$ cat config.mk
export PLATFORM = sky130hd
export DESIGN_NAME = traffic_phase_controller
export DESIGN_NICKNAME = d
export VERILOG_FILES = /design/src/rtl/tpc_pkg.sv /design/src/rtl/tpc_dwell_timer.sv /design/src/rtl/traffic_phase_controller.sv
export SDC_FILE = /design/constraint.sdc
export NUM_CORES = 1
export LEC_CHECK = 0
export CELL_PAD_IN_SITES_DETAIL_PLACEMENT = 0
export CELL_PAD_IN_SITES_GLOBAL_PLACEMENT = 2
export CORE_ASPECT_RATIO = 0.6
export CORE_MARGIN = 3
export CORE_UTILIZATION = 30
export DETAILED_ROUTE_END_ITERATION = 7
export PLACE_DENSITY = 0.77
export SETUP_SLACK_MARGIN = 0.02
export SLEW_MARGIN = 20
export SYNTH_ARGS = -nofsm -noshare
export SYNTH_HDL_FRONTEND = slang
export SYNTH_SLANG_ARGS = --single-unit
$ cat constraint.sdc
create_clock -name clk -period 2.37 [get_ports clk]
set_input_delay 0.237 -clock clk [delete_from_list [all_inputs] [get_ports clk]]
set_output_delay 0.237 -clock clk [all_outputs]
set_load 0.1 [all_outputs]
$ cat src/rtl/tpc_pkg.sv
// Shared encodings for the traffic phase controller: state codes and lamp codes.
package tpc_pkg;

  localparam logic [2:0] S_ALL_RED = 3'd0;
  localparam logic [2:0] S_GREEN   = 3'd1;
  localparam logic [2:0] S_YELLOW  = 3'd2;
  localparam logic [2:0] S_WALK    = 3'd3;
  localparam logic [2:0] S_FLASH   = 3'd4;

  localparam logic [2:0] LAMP_OFF    = 3'b000;
  localparam logic [2:0] LAMP_RED    = 3'b001;
  localparam logic [2:0] LAMP_YELLOW = 3'b010;
  localparam logic [2:0] LAMP_GREEN  = 3'b100;

endpackage

$ cat src/rtl/tpc_dwell_timer.sv
// Per-state dwell counter: clears on state entry, counts up, flags the last cycle of a dwell.
module tpc_dwell_timer #(
  parameter int CNT_W = 8
) (
  input  logic             clk,
  input  logic             reset_n,
  input  logic             clear,
  input  logic [CNT_W-1:0] target,
  output logic             done,
  output logic [CNT_W-1:0] count
);

  always_ff @(posedge clk or negedge reset_n) begin
    if (!reset_n) begin
      count <= '0;
    end else if (clear) begin
      count <= '0;
    end else begin
      count <= count + CNT_W'(1);
    end
  end

  assign done = (count == (target - CNT_W'(1)));

endmodule

$ cat src/rtl/traffic_phase_controller.sv
// Single-approach traffic light sequencer with car-extended green and latched pedestrian WALK.
// Optional flashing-yellow mode is built when TPC_FLASH_MODE_EN is defined.
//
//  state   | meaning
//  ALL_RED | clearance, all approaches red; picks WALK / GREEN / FLASH
//  GREEN   | vehicles go; min dwell, extended by car demand up to max
//  YELLOW  | vehicles clear
//  WALK    | pedestrians cross, lamps red
//  FLASH   | flashing yellow (TPC_FLASH_MODE_EN builds only)
module traffic_phase_controller
  import tpc_pkg::*;
#(
  parameter int CNT_W      = 8,
  parameter int GREEN_MIN  = 6,
  parameter int GREEN_MAX  = 20,
  parameter int YELLOW_T   = 2,
  parameter int ALL_RED_T  = 1,
  parameter int WALK_T     = 4,
  parameter int FLASH_HALF = 4
) (
  input  logic       clk,
  input  logic       reset_n,
  input  logic       car_sensor,
  input  logic       ped_button,
  output logic [2:0] lights,
  output logic       walk,
  output logic       ped_ack,
  output logic [2:0] state_o
`ifdef TPC_FLASH_MODE_EN
  ,
  input  logic       flash_mode
`endif
);

  logic [2:0]       state, next_state;
  logic             entering;
  logic             ped_pending;
  logic             timer_clear, done;
  logic [CNT_W-1:0] target, count;
  logic [2:0]       lights_d;
  logic             walk_d, ack_d;
`ifdef TPC_FLASH_MODE_EN
  logic             flash_phase, flash_phase_d;
`endif

  assign entering = (next_state != state);

`ifdef TPC_FLASH_MODE_EN
  // FLASH reuses the dwell timer as its half-period clock.
  assign timer_clear = entering || ((state == S_FLASH) && done);
`else
  assign timer_clear = entering;
`endif

  always_comb begin
    case (state)
      S_ALL_RED: target = CNT_W'(ALL_RED_T);
      S_GREEN:   target = CNT_W'(GREEN_MAX);
      S_YELLOW:  target = CNT_W'(YELLOW_T);
      S_WALK:    target = CNT_W'(WALK_T);
      default:   target = CNT_W'(FLASH_HALF);
    endcase
  end

  tpc_dwell_timer #(.CNT_W(CNT_W)) u_timer (
    .clk     (clk),
    .reset_n (reset_n),
    .clear   (timer_clear),
    .target  (target),
    .done    (done),
    .count   (count)
  );

  always_ff @(posedge clk or negedge reset_n) begin
    if (!reset_n) begin
      state <= S_ALL_RED;
    end else begin
      state <= next_state;
    end
  end

  always_comb begin
    next_state = S_ALL_RED;
    case (state)
      S_ALL_RED: begin
        next_state = S_ALL_RED;
        if (done) next_state = ped_pending ? S_WALK : S_GREEN;
`ifdef TPC_FLASH_MODE_EN
        if (done && flash_mode) next_state = S_FLASH;
`endif
      end
      S_GREEN: begin
        next_state = S_GREEN;
        if (done) begin
          next_state = S_YELLOW;
        end else if ((count >= CNT_W'(GREEN_MIN - 1)) && (ped_pending || !car_sensor)) begin
          next_state = S_YELLOW;
        end
      end
      S_YELLOW: next_state = done ? S_ALL_RED : S_YELLOW;
      S_WALK:   next_state = done ? S_ALL_RED : S_WALK;
`ifdef TPC_FLASH_MODE_EN
      S_FLASH:  next_state = flash_mode ? S_FLASH : S_ALL_RED;
`endif
      default:  next_state = S_ALL_RED;
    endcase
  end

  always_ff @(posedge clk or negedge reset_n) begin
    if (!reset_n) begin
      ped_pending <= 1'b0;
    end else if ((next_state == S_WALK) && (state != S_WALK)) begin
      ped_pending <= 1'b0;
`ifdef TPC_FLASH_MODE_EN
    end else if ((state == S_FLASH) || (next_state == S_FLASH)) begin
      ped_pending <= 1'b0;
`endif
    end else if (ped_button && (state != S_WALK)) begin
      ped_pending <= 1'b1;
    end
  end

  // Outputs are decoded from next_state so they change on the same edge as state.
  always_comb begin
    lights_d = LAMP_RED;
    walk_d   = (next_state == S_WALK);
    ack_d    = (next_state == S_WALK) && (state != S_WALK);
`ifdef TPC_FLASH_MODE_EN
    flash_phase_d = 1'b0;
    if ((next_state == S_FLASH) && (state == S_FLASH)) begin
      flash_phase_d = done ? ~flash_phase : flash_phase;
    end
`endif
    case (next_state)
      S_GREEN:  lights_d = LAMP_GREEN;
      S_YELLOW: lights_d = LAMP_YELLOW;
`ifdef TPC_FLASH_MODE_EN
      S_FLASH:  lights_d = flash_phase_d ? LAMP_OFF : LAMP_YELLOW;
`endif
      default:  lights_d = LAMP_RED;
    endcase
  end

  always_ff @(posedge clk or negedge reset_n) begin
    if (!reset_n) begin
      lights  <= LAMP_RED;
      walk    <= 1'b0;
      ped_ack <= 1'b0;
    end else begin
      lights  <= lights_d;
      walk    <= walk_d;
      ped_ack <= ack_d;
    end
  end

`ifdef TPC_FLASH_MODE_EN
  always_ff @(posedge clk or negedge reset_n) begin
    if (!reset_n) begin
      flash_phase <= 1'b0;
    end else begin
      flash_phase <= flash_phase_d;
    end
  end
`endif

  assign state_o = state;

endmodule

==> qor.csv <==
stage,metric,value,unit
sta,Setup-failing EPs final,0,
finish,register area,407,sq um
logic_synthesis,top-area cell type share of the netlist area,45.6,%
clock_network,clock buffer depth,2,
place,gpl congestion,0.774,
run_status,status,completed,
logic_synthesis,simple-gate share of the synthesized area,20.2,%
finish,Fillers,243,
sta,fin crit share,97.1,%
logic_synthesis,main combinational cell family by area after synthesis,simple AND/OR/NAND/NOR gates,
flow_run,max_cap viols,0,
routing,DRC errors left,0,
sta,Worst Skew,0.00556,ns
clock_network,CTS buffer count,3,
global_routing,vias in the first global route,572,
place,Inst Count DP,123,
floorplan,die width,73.6,um
place,input/output buffers,10,
logic_synthesis,Syn Std Cell Area,823,sq um
floorplan,FP Rows,14,
global_routing,gr ovfl total,0,
sta,Tmin final,2.30,ns
logic_synthesis,warnings from Yosys,0,
critical_path,CP top delay family,simple AND/OR/NAND/NOR gates,
clock_network,CTS Hold Bufs,0,
logic_synthesis,syn_nets,84,
critical_path,R2R Setup Slk,0.07,ns
finish,most frequent cells in the layout,"buf_4, dfrtp_1, nor3_1",
sta,max-slew violation count,0,
sta,slew margin rel.,51.4,%
global_routing,GRT Total Usage,11.2,%
critical_path,worst-case reg-to-reg path depth,7,
global_routing,initial antenna violation count,0,
critical_path,"Req. time, crit path",2.51,ns
logic_synthesis,post-synthesis compound-gate area fraction,7.29,%
sta,RSZ-0062 raised after global routing,true,
hold_path,hold crit path type,primary input to async pin,
critical_path,Crit path buffers/inverters,0,
logic_synthesis,register bit total from synthesis,16,
routing,Routed WL,1800,um
critical_path,reg2reg start,u_timer.count[6],
clock_network,clock sink count,16,
floorplan,Die ar.,3430,sq um
logic_synthesis,Post-synth EDFFs,0,
routing,Post-DRT Antenna Nets,0,
routing,Initial DRT Pass Iterations,4,
finish,layout cell share with drive strength beyond 1,37.5,%
place,HPWL after DPL,1320,um
critical_path,crit path DAT,2.44,ns
finish,"commonest non-fill, non-tap cell in the layout",buf_4,
critical_path,critical path class,flop to flop,
floorplan,Die Span Y,46.6,um
sta,min setup slack post-route,0.0677,ns
logic_synthesis,Adder-Cell Fraction of Synth Area,9.12,%
clock_network,CTS tree,done,
finish,Final Non-Filler Cells,128,
logic_synthesis,xor/xnor cell area share of the yosys netlist,7.45,%
logic_synthesis,"area leader, netlist",dfrtp_1,
critical_path,CP max stage delay,0.53,ns
sta,Fmax,0.434,GHz
finish,Multi-input gate area,440,sq um
clock_network,H-tree depth,1,
logic_synthesis,Mapped Cells,74,
routing,drt first-iter violations,30,
clock_network,clk_lat worst skew,0.25,ns
routing,vias,609,
logic_synthesis,ys flop type,dfrtp_1,
logic_synthesis,sequential-to-total area share from yosys stat,48.8,%
logic_synthesis,mux share of post-synthesis cell area,3.04,%
critical_path,Setup crit start kind,flop,
critical_path,worst path cell trace,"or4_4, or3_4, or2_4, mux2i_1, ha_2, and2_4, nor2_2",
sta,final hold vios,0,
finish,nets,107,
clock_network,Worst-path clk slew,0.07,ns
critical_path,worst r2r dst,ped_pending,
clock_network,CTS Root Cell,clkbuf_8,
logic_synthesis,Post-synth ARST share,100,%
finish,area delta synth->final,35.9,%
finish,# diodes,0,
floorplan,Starting Density,32.2,%
sta,Worst Tran Pin Value,0.727,ns
logic_synthesis,number of distinct library cells after synthesis,32,
global_routing,pin count of the biggest net entering global routing,17,
routing,post-DR vias/cell,4.76,
critical_path,CP max stage cell,or4_4,
floorplan,CORE AREA,2560,sq um
logic_synthesis,Mean Syn Cell Area,11.1,sq um
global_routing,first-pass GRT wire length,2810,um
logic_synthesis,main area contributors after synthesis,"dfrtp_1, ha_1, xor2_1",
routing,WL/cell,14.1,um
critical_path,Worst setup EP type,flop,
place,Setup WS pre-CTS,-0.0306,ns
floorplan,Top Ports,12,
critical_path,"Max FO, Critical Path",4,
==> worst max path at each step <==
stage                      from  depth (start not counted)  slack, ns           to
3_5_place_dp   u_timer.count[6]                          7      -0.03  ped_pending
3_3_place_gp   u_timer.count[6]                          7      0.005  ped_pending
5_1_grt        u_timer.count[6]                          7      -0.01  ped_pending
6_report       u_timer.count[6]                          7       0.07  ped_pending
4_1_cts        u_timer.count[6]                          7       0.02  ped_pending
2_1_floorplan        state_o[1]                          8       0.02  ped_pending
==> timing repair <==
action                     CTS  global route
buffers inserted             1             0
setup endpoints to repair    3             4
resized for setup            2             5
cloned                       0             0
pin swaps                    1             1
==> state kept, by name, summed over array words and instances, names as in the netlist <==
name	cells
lights	3
state_o	2
u_timer.count	8
walk	1
ped_pending	1
ped_ack	1
==> area by class of cell <==
class,instances,share of cell area [%]
clock buffer,4,4.92
timing repair buffer,20,14.1
tap,32,3.58
multi-input combinational,51,39.4
inverter,5,1.68
sequential,16,36.4
==> cell families (layout without fill, tap and decap cells) <==
group	count (synthesis)	in the layout
mux	2	2
simple gates	28	28
fa+ha+maj	6	6
buf+inv	7	29
flops	16	16
xor+xnor	7	7
other cells	1	1
compound gates	7	7
==> per-layer routing <==
metal | GRT usage, % | wire length, um | part of all wire, % | vias up
met4 | 1.08 | 0 | 0 | 0
met2 | 14.6 | 761 | 42 | 7
met3 | 4.58 | 55 | 3.1 | 0
met1 | 17.1 | 981 | 55 | 296
li1 | - | - | - | 306
met5 | 0 | 0 | 0 | -
==> per-stage QoR <==
stage / util, % / hold slack [ns] / TNS, ns / cell area, sq um
2_1_floorplan: - / -0.0586 / 0 / 836
3_3_place_gp: 39.6 / 0.515 / 0 / 1010
3_5_place_dp: 39.6 / 0.530 / -0.0306 / 1010
4_1_cts: 42.3 / 0.447 / 0 / 1080
5_1_grt: 43.7 / 0.490 / -0.0148 / 1120
6_report: 43.7 / 0.416 / 0 / 1120
==> cell usage after synthesis, types with 2 or more instances <==
library cell,instances
nand3_1,5
dfrtp_1,15
ha_1,6
a211oi_1,2
xnor2_1,2
nor3_1,7
inv_1,5
nor4_1,2
nor2_1,2
and3_1,2
xor2_1,5
Power is not shown: default switching activity piles up to over one toggle a cycle in this logic, so the estimate is an artifact.
